--- src/rtl/mips_fetch_if.sv ---
// Fetch-stage bus: instruction-memory request/ack plus the decode-side
// instruction handoff and branch/jump redirect inputs.
interface mips_fetch_if;
    logic        mem_req_out;
    logic [31:0] mem_addr_out;
    logic        mem_ack_in;
    logic [31:0] mem_data_in;
    logic [31:0] instruction_out;
    logic [31:0] pc_out;
    logic        valid_out;
    logic        stall_in;
    logic        branch_taken_in;
    logic [15:0] imm16_in;
    logic        jump_in;
    logic [25:0] target_in;
    logic        jr_in;
    logic [31:0] jr_addr_in;

    modport master (
        output mem_req_out, mem_addr_out, instruction_out, pc_out, valid_out,
        input  mem_ack_in, mem_data_in, stall_in, branch_taken_in, imm16_in,
               jump_in, target_in, jr_in, jr_addr_in
    );

    modport slave (
        input  mem_req_out, mem_addr_out, instruction_out, pc_out, valid_out,
        output mem_ack_in, mem_data_in, stall_in, branch_taken_in, imm16_in,
               jump_in, target_in, jr_in, jr_addr_in
    );
endinterface

--- src/rtl/mips_fetch.sv ---
// MIPS instruction fetch stage: IDLE -> REQ -> HOLD loop with one outstanding
// memory request and next-PC selection (JR > J > branch > sequential).
module mips_fetch #(
    parameter logic [31:0] RESET_PC = 32'h0040_0000
) (
    input  logic        clk,
    input  logic        reset,
    mips_fetch_if.master bus
);
    typedef enum logic [1:0] {IDLE, REQ, HOLD} state_t;

    state_t      state_reg, state_next;
    logic [31:0] pc_reg, pc_next;
    logic [31:0] instr_reg, instr_next;
    logic [31:0] pc_plus4;
    logic [31:0] branch_off;
    logic        consume;

    always_ff @(posedge clk) begin
        if (reset) begin
            state_reg <= IDLE;
            pc_reg    <= RESET_PC;
            instr_reg <= 32'h0;
        end else begin
            state_reg <= state_next;
            pc_reg    <= pc_next;
            instr_reg <= instr_next;
        end
    end

    always_comb begin
        state_next = state_reg;
        case (state_reg)
            IDLE:    state_next = REQ;
            REQ:     if (bus.mem_ack_in) state_next = HOLD;
            HOLD:    if (!bus.stall_in)  state_next = REQ;
            default: state_next = IDLE;
        endcase
    end

    assign consume    = (state_reg == HOLD) && !bus.stall_in;
    assign pc_plus4   = pc_reg + 32'd4;
    assign branch_off = {{14{bus.imm16_in[15]}}, bus.imm16_in, 2'b00};

    // Redirects only matter on the consume edge; everywhere else the PC holds.
    always_comb begin
        pc_next    = pc_reg;
        instr_next = instr_reg;
        if (state_reg == REQ && bus.mem_ack_in)
            instr_next = bus.mem_data_in;
        if (consume) begin
            if (bus.jr_in)
                pc_next = bus.jr_addr_in & 32'hFFFF_FFFC;
            else if (bus.jump_in)
                pc_next = {pc_plus4[31:28], bus.target_in, 2'b00};
            else if (bus.branch_taken_in)
                pc_next = pc_plus4 + branch_off;
            else
                pc_next = pc_plus4;
        end
    end

    always_comb begin
        bus.mem_req_out     = (state_reg == REQ);
        bus.valid_out       = (state_reg == HOLD);
        bus.mem_addr_out    = pc_reg;
        bus.pc_out          = pc_reg;
        bus.instruction_out = instr_reg;
    end
endmodule

--- src/flat_wrapper.sv ---
// flat-port wrapper written by rule: the top's interface ports become plain ports
module mips_fetch_flat 
#(
    parameter logic [31:0] RESET_PC = 32'h0040_0000
)
  (clk, reset, bus_mem_req_out, bus_mem_addr_out, bus_instruction_out, bus_pc_out, bus_valid_out, bus_mem_ack_in, bus_mem_data_in, bus_stall_in, bus_branch_taken_in, bus_imm16_in, bus_jump_in, bus_target_in, bus_jr_in, bus_jr_addr_in);
  mips_fetch_if bus_i ();
  input  logic clk;
  input  logic reset;
  output wire logic [$bits(bus_i.mem_req_out)-1:0] bus_mem_req_out;
  output wire logic [$bits(bus_i.mem_addr_out)-1:0] bus_mem_addr_out;
  output wire logic [$bits(bus_i.instruction_out)-1:0] bus_instruction_out;
  output wire logic [$bits(bus_i.pc_out)-1:0] bus_pc_out;
  output wire logic [$bits(bus_i.valid_out)-1:0] bus_valid_out;
  input wire logic [$bits(bus_i.mem_ack_in)-1:0] bus_mem_ack_in;
  input wire logic [$bits(bus_i.mem_data_in)-1:0] bus_mem_data_in;
  input wire logic [$bits(bus_i.stall_in)-1:0] bus_stall_in;
  input wire logic [$bits(bus_i.branch_taken_in)-1:0] bus_branch_taken_in;
  input wire logic [$bits(bus_i.imm16_in)-1:0] bus_imm16_in;
  input wire logic [$bits(bus_i.jump_in)-1:0] bus_jump_in;
  input wire logic [$bits(bus_i.target_in)-1:0] bus_target_in;
  input wire logic [$bits(bus_i.jr_in)-1:0] bus_jr_in;
  input wire logic [$bits(bus_i.jr_addr_in)-1:0] bus_jr_addr_in;
  assign bus_mem_req_out = bus_i.mem_req_out;
  assign bus_mem_addr_out = bus_i.mem_addr_out;
  assign bus_instruction_out = bus_i.instruction_out;
  assign bus_pc_out = bus_i.pc_out;
  assign bus_valid_out = bus_i.valid_out;
  assign bus_i.mem_ack_in = bus_mem_ack_in;
  assign bus_i.mem_data_in = bus_mem_data_in;
  assign bus_i.stall_in = bus_stall_in;
  assign bus_i.branch_taken_in = bus_branch_taken_in;
  assign bus_i.imm16_in = bus_imm16_in;
  assign bus_i.jump_in = bus_jump_in;
  assign bus_i.target_in = bus_target_in;
  assign bus_i.jr_in = bus_jr_in;
  assign bus_i.jr_addr_in = bus_jr_addr_in;
  mips_fetch #(.RESET_PC(RESET_PC)) u_core (.clk(clk), .reset(reset), .bus(bus_i));
endmodule
--- config.mk ---
export PLATFORM = sky130hd
export DESIGN_NAME = mips_fetch_flat
export DESIGN_NICKNAME = d
export VERILOG_FILES = /design/src/rtl/mips_fetch_if.sv /design/src/rtl/mips_fetch.sv /design/src/flat_wrapper.sv
export SDC_FILE = /design/constraint.sdc
export NUM_CORES = 1
export LEC_CHECK = 0
export CAP_MARGIN = 20
export CORE_AREA = 2 2 98 172
export DETAILED_ROUTE_END_ITERATION = 12
export DIE_AREA = 0 0 100 174
export PLACE_DENSITY_LB_ADDON = 0.3
export SYNTH_ARGS = -nofsm -noshare
export SYNTH_HDL_FRONTEND = slang
export SYNTH_SLANG_ARGS = --single-unit
--- constraint.sdc ---
create_clock -name clk -period 4.2 [get_ports clk]
set_input_delay 0.63 -clock clk [delete_from_list [all_inputs] [get_ports clk]]
set_output_delay 0.63 -clock clk [all_outputs]
set_load 0.02 [all_outputs]
==> reports/results.tsv, run 1 <==
stage	metric	value	unit
sta	hold_violations	0	
route	drtPass1Iterations	6	
grt	grt_max_degree	59	
layout	postLayoutCoreUtil	48.9	%
power	power.share.switching	31.7	%
sta	fmax	0.255	GHz
die	die-area	17400	sq um
worst_setup_path	r2r_setup_slack	0.28	ns
synth	syn-instance-count	758	
clock_tree	cts_made_buffers	9	
grt	grt_use_total	24.4	%
worst_setup_path	crit_path_end_kind	flip-flop	
die	core-area	16100	sq um
worst_setup_path	critPathKind	flip-flop to flip-flop	
route	finalWirelength	21.4	mm
clock_tree	cts_buffer_depth	2	
clock_tree	cts_root_buf	clkbuf_16	
sta	worst_slew_pin_slew	0.691	ns
grt	gr-total-overflow	0	
synth	synth.avg_cell_area	7.29	sq um
grt	grt_pass1_wl	33.2	mm
synth	ys_seq_area_share	23.2	%
route	antenna_left	0	
clock_tree	cts.repair.resized	0	
sta	setup_tns	0	ns
sta	finalClockSkew	0.00536	ns
worst_setup_path	path_max_fanout	10	
sta	period_minus_slack	3.92	ns
run_status	status	completed	
power	pwr-share-comb	26.7	%
synth	synth_cell_types	66	
synth	synthTopCellsByArea	dfxtp_1, nand2_1, ha_1	
clock_tree	clk_pin_slew	0.06	ns
clock_tree	htreeDepth	3	
sta	fin_crit_sh	93.2	%
die	die_height	174	um
sta	rsz0062_at_grt	false	
route	wl_per_cell	19.0	um
layout	stdcell_count	1127	
grt	first_global_vias	6254	
synth	synth_most_common_cell	nand2_1	
synth	synthesis.area	5520	sq um
power	clockPowerShare	39.0	%
job	maxCapViolations	0	
clock_tree	clk_latency	0.34	ns
die	io_pins	211	
route	drtIter0Drc	305	
placement	placedCellCount	1110	
power	p_int	0.00129	W
worst_hold_path	hold_path_class	flip-flop to flip-flop	
power	power.total	0.00189	W
worst_setup_path	crit_arrival	4.15	ns
worst_setup_path	start_kind	flip-flop	
power	p_per_area	240	nW/um^2
clock_tree	cts_tree	yes	
layout	area.growth.synth_to_final	42.8	%
route	vias	6228	
clock_tree	cts.sink_count	64	
synth	synth_warnings	0	
clock_tree	cts_hold_buf	0	
sta	drv_slew	0	
synth	synth_largest_type_area_fraction	23.2	%
placement	globalplace.congestion	0.925	
sta	setup_violations	0	
route	viasPerCell	5.53	
layout	n_antenna_cell	0	
placement	port_buffers	204	
layout	largest_register_ffs	32	
worst_setup_path	cp_data_required_time	4.43	ns
layout	nFillCells	1635	
die	start_util	34.2	%
layout	finalNetCount	1081	
die	die_x	100	um
synth	synth_edf_count	0	
placement	dp_hpwl	16.2	mm
synth	synth-async-reset-ratio	0	%
synth	yosys.area.top_type	dfxtp_1	
power	seq_power_share	34.3	%
synth	ys.flop_type	dfxtp_1	
grt	antenna_found_initial	0	
die	rows	62	
power	switchingPower	0.000599	W
synth	yosys_register_bits	64	
route	drc	0	
synth	synthTopCellsByCount	nand2_1, a21oi_1, dfxtp_1	
layout	drive_gt1_share	7.27	%
sta	whs	0.454	ns
sta	relSlewSlack	53.9	%
power	p_leak	3.09	nW
power	ir_drop	0.000197	V
[power by group through the flow]
| stage | clock, W | sequential, W | combinational (W) |
|---|---|---|---|
| 6_report | 0.000738 | 0.000648 | 0.000505 |
| 5_1_grt | 0.000775 | 0.000651 | 0.000546 |
| 4_1_cts | 0.000754 | 0.000648 | 0.000504 |
| 3_5_place_dp | 0 | 0.000661 | 0.000501 |
| 3_3_place_gp | 0 | 0.000660 | 0.000498 |
| 2_1_floorplan | 0 | 0.000686 | 0.000241 |
[what timing repair did]
| action | in CTS | in global routing |
|---|---|---|
| endpoints found under the hold margin | 0 | 0 |
| setup buffers | 0 | 1 |
| endpoints found under the setup margin | 0 | 1 |
[final cells by class]
| cell class | count | area (sq um) | share of cell area (%) |
|---|---|---|---|
| Clock buffer | 10 | 239 | 3.03 |
| Clock inverter | 6 | 43.8 | 0.555 |
| Inverter | 11 | 41.3 | 0.523 |
| Multi-Input combinational cell | 610 | 3780 | 47.9 |
| Sequential cell | 64 | 1280 | 16.2 |
| Tap cell | 192 | 240 | 3.04 |
| Timing Repair Buffer | 234 | 2260 | 28.7 |
[cell usage in the layout (no fill, tap or decap), drive strengths merged, types with 11 or more instances in the layout]
| cell type | n |
|---|---|
| buf | 31 |
| nand3 | 18 |
| nor3 | 15 |
| inv | 12 |
| o211ai | 11 |
| clkdlybuf4s50 | 203 |
| o21ai | 42 |
| ha | 37 |
| and3 | 14 |
| a21oi | 93 |
| xor2 | 18 |
| nor2 | 61 |
| xnor2 | 26 |
| nand4 | 15 |
| dfxtp | 64 |
| a21o | 12 |
| nand2 | 125 |
[cell families (layout without fill, tap and decap cells)]
kind of cell / Yosys count / count (layout) / share of synthesized area, %
fa+ha+maj: 38 / 38 / 8.74
simple gates: 283 / 283 / 23.7
flops: 64 / 64 / 23.2
buf+inv: 87 / 261 / 8.63
mux: 10 / 10 / 1.81
compound gates: 231 / 231 / 26.9
xor+xnor: 44 / 44 / 6.98
other cells: 1 / 4 / 0.0679
[path summary, 6_finish.rpt]
check | startpoint | end | cells past startpoint
worst max-delay path | u_core.bus.mem_addr_out[3] | u_core.bus.mem_addr_out[26] | 13
worst min register to register | u_core.bus.instruction_out[19] | u_core.bus.instruction_out[19] | 2
worst max register to register | u_core.bus.mem_addr_out[3] | u_core.bus.mem_addr_out[26] | 13
worst min-delay path | u_core.bus.instruction_out[19] | u_core.bus.instruction_out[19] | 2
[critical path: stages, from the launching register on]
cell      delay (ns)
dfxtp_1         0.49
and2_1          0.22
and4_1          0.42
nand4_1         0.16
xnor2_1         0.28
ha_1            0.40
a21o_1          0.22
a221o_1         0.35
a21oi_2         0.21
o21ai_1         0.17
o311ai_2        0.37
a21oi_1         0.14
xor2_1          0.17
a22o_1          0.20
[metal layers]
metal	part of all wire [%]	vias to the layer above	GRT usage, %
met1	37	2900	26.9
met4	4.2	0	11.0
li1	-	3020	-
met3	5.5	59	3.66
met5	0	-	0
met2	53	249	45.2
[through the flow]
step | cell area (sq um) | setup WS (ns)
2_1_floorplan | 5540 | 0.671
3_3_place_gp | 7600 | 0.370
3_5_place_dp | 7600 | 0.362
4_1_cts | 7880 | 0.338
5_1_grt | 7890 | 0.00286
6_report | 7890 | 0.285
No activity file was read; power rests on OpenSTA's default activity.
==> run 2, diff against run 1 <==
Settings changed: RECOVER_POWER set to 25.
==> reports/results.tsv, run 2 (synthesis gave the netlist of run 1 again) <==
stage	metric	value	unit
placement	port_buffers	204	
die	rows	62	
clock_tree	cts_made_buffers	9	
layout	n_antenna_cell	0	
die	io_pins	211	
die	die_x	100	um
grt	grt_use_total	24.4	%
worst_setup_path	start_kind	flip-flop	
die	die-area	17400	sq um
sta	setup_tns	0	ns
run_status	violations	capacitance limit, slew limit	
route	drtIter0Drc	297	
die	start_util	34.2	%
layout	final_cell_mix	clkdlybuf4s50_1, nand2_1, a21oi_1, dfxtp_1, nor2_1	
layout	layout_commonest_cell	clkdlybuf4s50_1	
sta	fin_crit_sh	93.0	%
route	drtPass1Iterations	5	
worst_setup_path	path_max_fanout	7	
route	drc	0	
grt	grt_max_degree	59	
layout	drive_gt1_share	7.17	%
route	vias	6212	
sta	setup_violations	0	
sta	drv_slew	59	
run_status	status	complete, but fails checks	
clock_tree	clk_latency	0.34	ns
route	wl_per_cell	18.9	um
layout	nFillCells	1634	
route	viasPerCell	5.51	
clock_tree	clk_pin_slew	0.06	ns
grt	grt_pass1_wl	33.2	mm
sta	rsz0062_at_grt	false	
layout	regArea	1280	sq um
clock_tree	cts_hold_buf	0	
placement	placed_area	7600	sq um
grt	first_global_vias	6254	
job	maxCapViolations	1	
sta	relSlewSlack	-94.4	%
worst_setup_path	cp_data_required_time	4.44	ns
layout	final_cell_area	7890	sq um
power	p_leak	3.15	nW
layout	area.growth.synth_to_final	42.8	%
clock_tree	cts.repair.resized	0	
worst_setup_path	crit_path_end_kind	flip-flop	
sta	period_minus_slack	3.91	ns
clock_tree	htreeDepth	3	
clock_tree	cts_tree	yes	
sta	hold_violations	0	
sta	finalClockSkew	0.00413	ns
power	p_per_area	239	nW/um^2
clock_tree	cts.sink_count	64	
layout	multi_input_area	3780	sq um
worst_setup_path	crit_arrival	4.14	ns
power	ir_drop	0.000197	V
worst_setup_path	critPathKind	flip-flop to flip-flop	
placement	dp_hpwl	16.2	mm
layout	finalNetCount	1081	
route	antenna_left	0	
sta	worst_slew_pin_slew	2.92	ns
placement	globalplace.congestion	0.925	
die	core-area	16100	sq um
grt	gr-total-overflow	0	
route	finalWirelength	21.4	mm
worst_hold_path	hold_path_class	flip-flop to flip-flop	
layout	largest_register_ffs	32	
sta	fmax	0.256	GHz
grt	antenna_found_initial	0	
clock_tree	cts_root_buf	clkbuf_16	
die	die_height	174	um
clock_tree	cts_buffer_depth	2	
==> run 2: cell types whose count changed in the layout (fill, tap and decap cells not counted) <==
cell,change
buf_4,-1
clkbuf_1,+1
clkdlybuf4s50_1,-21
dlygate4sd3_1,+21
==> run 2: final timing paths <==
| path | startpoint | end | slack [ns] | cells after the start |
|---|---|---|---|---|
| max | u_core.bus.mem_addr_out[3] | u_core.bus.mem_addr_out[31] | 0.29 | 13 |
| min | u_core.bus.instruction_out[19] | u_core.bus.instruction_out[19] | 0.45 | 2 |
| max reg2reg | u_core.bus.mem_addr_out[3] | u_core.bus.mem_addr_out[31] | 0.29 | 13 |
| min reg2reg | u_core.bus.instruction_out[19] | u_core.bus.instruction_out[19] | 0.45 | 2 |
==> run 2: layer usage <==
layer	up-vias	track usage [%]	part of all wire (%)	wire, um
met4	0	11.0	4.2	905
met3	60	3.66	5.2	1110
met1	2892	26.9	38	8040
met2	240	45.2	53	11300
met5	-	0	0	0
li1	3020	-	-	-
==> run 2: report_power, final <==
| group | switching (W) | internal (W) |
|---|---|---|
| combinational | 0.000262 | 0.000240 |
| sequential | 0.0000170 | 0.000630 |
| clock | 0.000321 | 0.000418 |
==> run 2: worst max-delay path, stage by stage (launching register included) <==
cell       delay, ns
dfxtp_1         0.49
ha_1            0.24
nand4_1         0.25
nor3_1          0.26
xor2_1          0.26
ha_1            0.37
a21oi_1         0.17
o21ai_1         0.20
a221oi_2        0.42
o2111ai_2       0.21
a311oi_2        0.26
xor2_1          0.12
or3_1           0.33
a31o_1          0.22
==> run 2: final cells by class <==
cell class,instances,share of cell area (%)
Multi-Input combinational cell,610,48.0
Clock inverter,6,0.555
Tap cell,192,3.05
Timing Repair Buffer,234,28.6
Clock buffer,10,3.03
Inverter,11,0.524
Sequential cell,64,16.2
==> run 2: metrics by stage <==
step	utilization (%)	hold slack (ns)	std cells	worst slack, ns	power, W
floorplan	-	0.534	761	0.671	0.000928
global placement	47.1	0.441	1110	0.370	0.00116
detailed placement	47.1	0.447	1110	0.362	0.00116
CTS	48.9	0.456	1126	0.338	0.00191
global route	48.9	0.464	1127	0.00187	0.00197
finish	48.9	0.450	1127	0.294	0.00189
==> run 2: repair_timing <==
item                                    CTS  global route
setup buffers                             0             1
endpoints found under the setup margin    0             1
hold endpoints to repair                  0             0
==> run 3, diff against run 2 <==
Clock period 4.2 ns to 4.6 ns, I/O delays scaled along.
==> reports/results.tsv, run 3 (synthesis gave the netlist of run 1 again) <==
stage	metric	value	unit
power	p_leak	3.11	nW
worst_setup_path	crit_arrival	4.28	ns
die	core-area	16100	sq um
sta	rsz0062_at_grt	false	
layout	final_cell_area	7850	sq um
sta	setup_tns	0	ns
worst_setup_path	crit_path_end_kind	flip-flop	
worst_setup_path	start_kind	flip-flop	
worst_setup_path	path_buf_inv	0	
power	clockPowerShare	44.8	%
power	p_per_area	241	nW/um^2
worst_hold_path	min_to	u_core.bus.instruction_out[22]	
grt	antenna_found_initial	0	
die	die-area	17400	sq um
power	switchingPower	0.000562	W
layout	multi_input_area	3780	sq um
placement	placedCellCount	1097	
route	drtIter0Drc	220	
sta	worst_slew_pin_slew	2.51	ns
layout	n_antenna_cell	0	
layout	area.growth.synth_to_final	42.1	%
worst_hold_path	hold_path_class	flip-flop to flip-flop	
sta	relSlewSlack	-67.6	%
clock_tree	cts_made_buffers	9	
layout	postLayoutCoreUtil	48.6	%
sta	hold_violations	0	
sta	fin_crit_sh	87.8	%
die	io_pins	211	
power	seq_power_share	31.4	%
layout	nFillCells	1630	
layout	drive_gt1_share	5.65	%
worst_setup_path	r2r_end	u_core.bus.mem_addr_out[31]	
grt	grt_pass1_wl	32.4	mm
die	rows	62	
worst_setup_path	path_max_fanout	8	
sta	drv_slew	51	
route	antenna_left	0	
worst_hold_path	hold_depth	2	
worst_setup_path	crit_family	simple AND/OR/NAND/NOR gates	
placement	port_buffers	204	
worst_setup_path	r2r-start	u_core.bus.mem_addr_out[4]	
grt	gr-total-overflow	0	
layout	largest_register_ffs	32	
clock_tree	cts.repair.resized	0	
placement	dp_hpwl	16.0	mm
layout	finalNetCount	1067	
clock_tree	clk_pin_slew	0.06	ns
clock_tree	cts_hold_buf	0	
clock_tree	cts_root_buf	clkbuf_16	
worst_setup_path	worstPathCellList	and4_1, nand4_1, nor2_1, nand2_1, xnor2_1, ha_1, nand4_1, nor3_2, nand4_1, o2111ai_2, a311oi_2, xor2_1, or3_1, a31o_1	
worst_setup_path	crit_top_cell	nand4_1	
worst_setup_path	cpMaxStageDelayCell	dfxtp_1	
power	pwr-share-comb	23.7	%
worst_setup_path	critPathKind	flip-flop to flip-flop	
layout	stdcell_count	1113	
layout	final_cell_mix	clkdlybuf4s50_1, nand2_1, a21oi_1, dfxtp_1, nor2_1	
worst_setup_path	r2r_setup_slack	0.56	ns
layout	regArea	1280	sq um
sta	fmax	0.248	GHz
route	drtPass1Iterations	4	
die	die_height	174	um
clock_tree	postCtsSetupRepairBufs	0	
sta	period_minus_slack	4.04	ns
run_status	status	complete, but fails checks	
clock_tree	clk_latency	0.34	ns
worst_setup_path	reg2reg_depth	14	
route	wl_per_cell	19.0	um
route	finalWirelength	21.2	mm
grt	first_global_vias	6028	
power	p_int	0.00133	W
die	start_util	34.2	%
worst_setup_path	cp_data_required_time	4.84	ns
clock_tree	htreeDepth	3	
clock_tree	cts_tree	yes	
worst_setup_path	path_depth	14	
run_status	violations	capacitance limit, slew limit	
sta	finalClockSkew	0.00750	ns
clock_tree	cts.sink_count	64	
placement	placed_area	7500	sq um
job	maxCapViolations	1	
worst_hold_path	hp-start	u_core.bus.instruction_out[22]	
power	power.share.switching	29.8	%
grt	grt_max_degree	51	
route	vias	6133	
worst_setup_path	cpPeakStageDelay	0.48	ns
placement	globalplace.congestion	0.910	
route	drc	0	
sta	setup_violations	0	
power	ir_drop	0.000166	V
route	viasPerCell	5.51	
die	die_x	100	um
grt	grt_use_total	23.9	%
clock_tree	cts_buffer_depth	2	
layout	layout_commonest_cell	clkdlybuf4s50_1	
-- run 3: metrics by stage --
stage,power [W],hold slack [ns],setup slack [ns]
2_1_floorplan,0.000847,0.534,1.07
3_3_place_gp,0.00105,0.441,0.668
3_5_place_dp,0.00106,0.445,0.611
4_1_cts,0.00190,0.455,0.588
5_1_grt,0.00195,0.471,0.285
6_report,0.00189,0.449,0.561
-- run 3: how the worst max path moves through the flow --
stage,to,slack (ns),from
floorplan,u_core.bus.mem_addr_out[31],1.07,u_core.bus.mem_addr_out[4]
global placement,u_core.bus.mem_addr_out[26],0.67,u_core.bus.mem_addr_out[6]
detailed placement,u_core.bus.mem_addr_out[31],0.61,bus_imm16_in[15]
CTS,u_core.bus.mem_addr_out[31],0.59,u_core.bus.mem_addr_out[4]
global route,u_core.bus.mem_addr_out[31],0.28,u_core.bus.mem_addr_out[4]
finish,u_core.bus.mem_addr_out[31],0.56,u_core.bus.mem_addr_out[4]
-- run 3: power groups by stage --
stage,registers (W),clock network (W),logic (W)
floorplan,0.000627,0,0.000220
global placement,0.000606,0,0.000446
detailed placement,0.000606,0,0.000449
CTS,0.000594,0.000856,0.000451
global route,0.000597,0.000872,0.000483
finish,0.000594,0.000847,0.000448
-- run 3: worst min-delay path: cells and delay by family, from the launching register on --
kind             cells  cell delay (ns)
flip-flops           1             0.30
AND/OR/NAND/NOR      1             0.05
AO/OA/AOI/OAI        1             0.05
-- run 3: area by class of cell --
cell class                      instances  share of cell area [%]
Sequential cell                        64                    16.3
Multi-Input combinational cell        610                    48.2
Timing Repair Buffer                  220                    27.4
Clock buffer                            9                    2.87
Clock inverter                          7                    1.59
Tap cell                              192                    3.06
Inverter                               11                   0.526
-- run 3: routing by layer --
metal	up-vias	global-route usage [%]	share of wire [%]
li1	2993	-	-
met1	2839	26.3	37
met2	247	44.2	53
met3	54	3.62	5.6
met4	0	10.4	3.8
met5	-	0	0
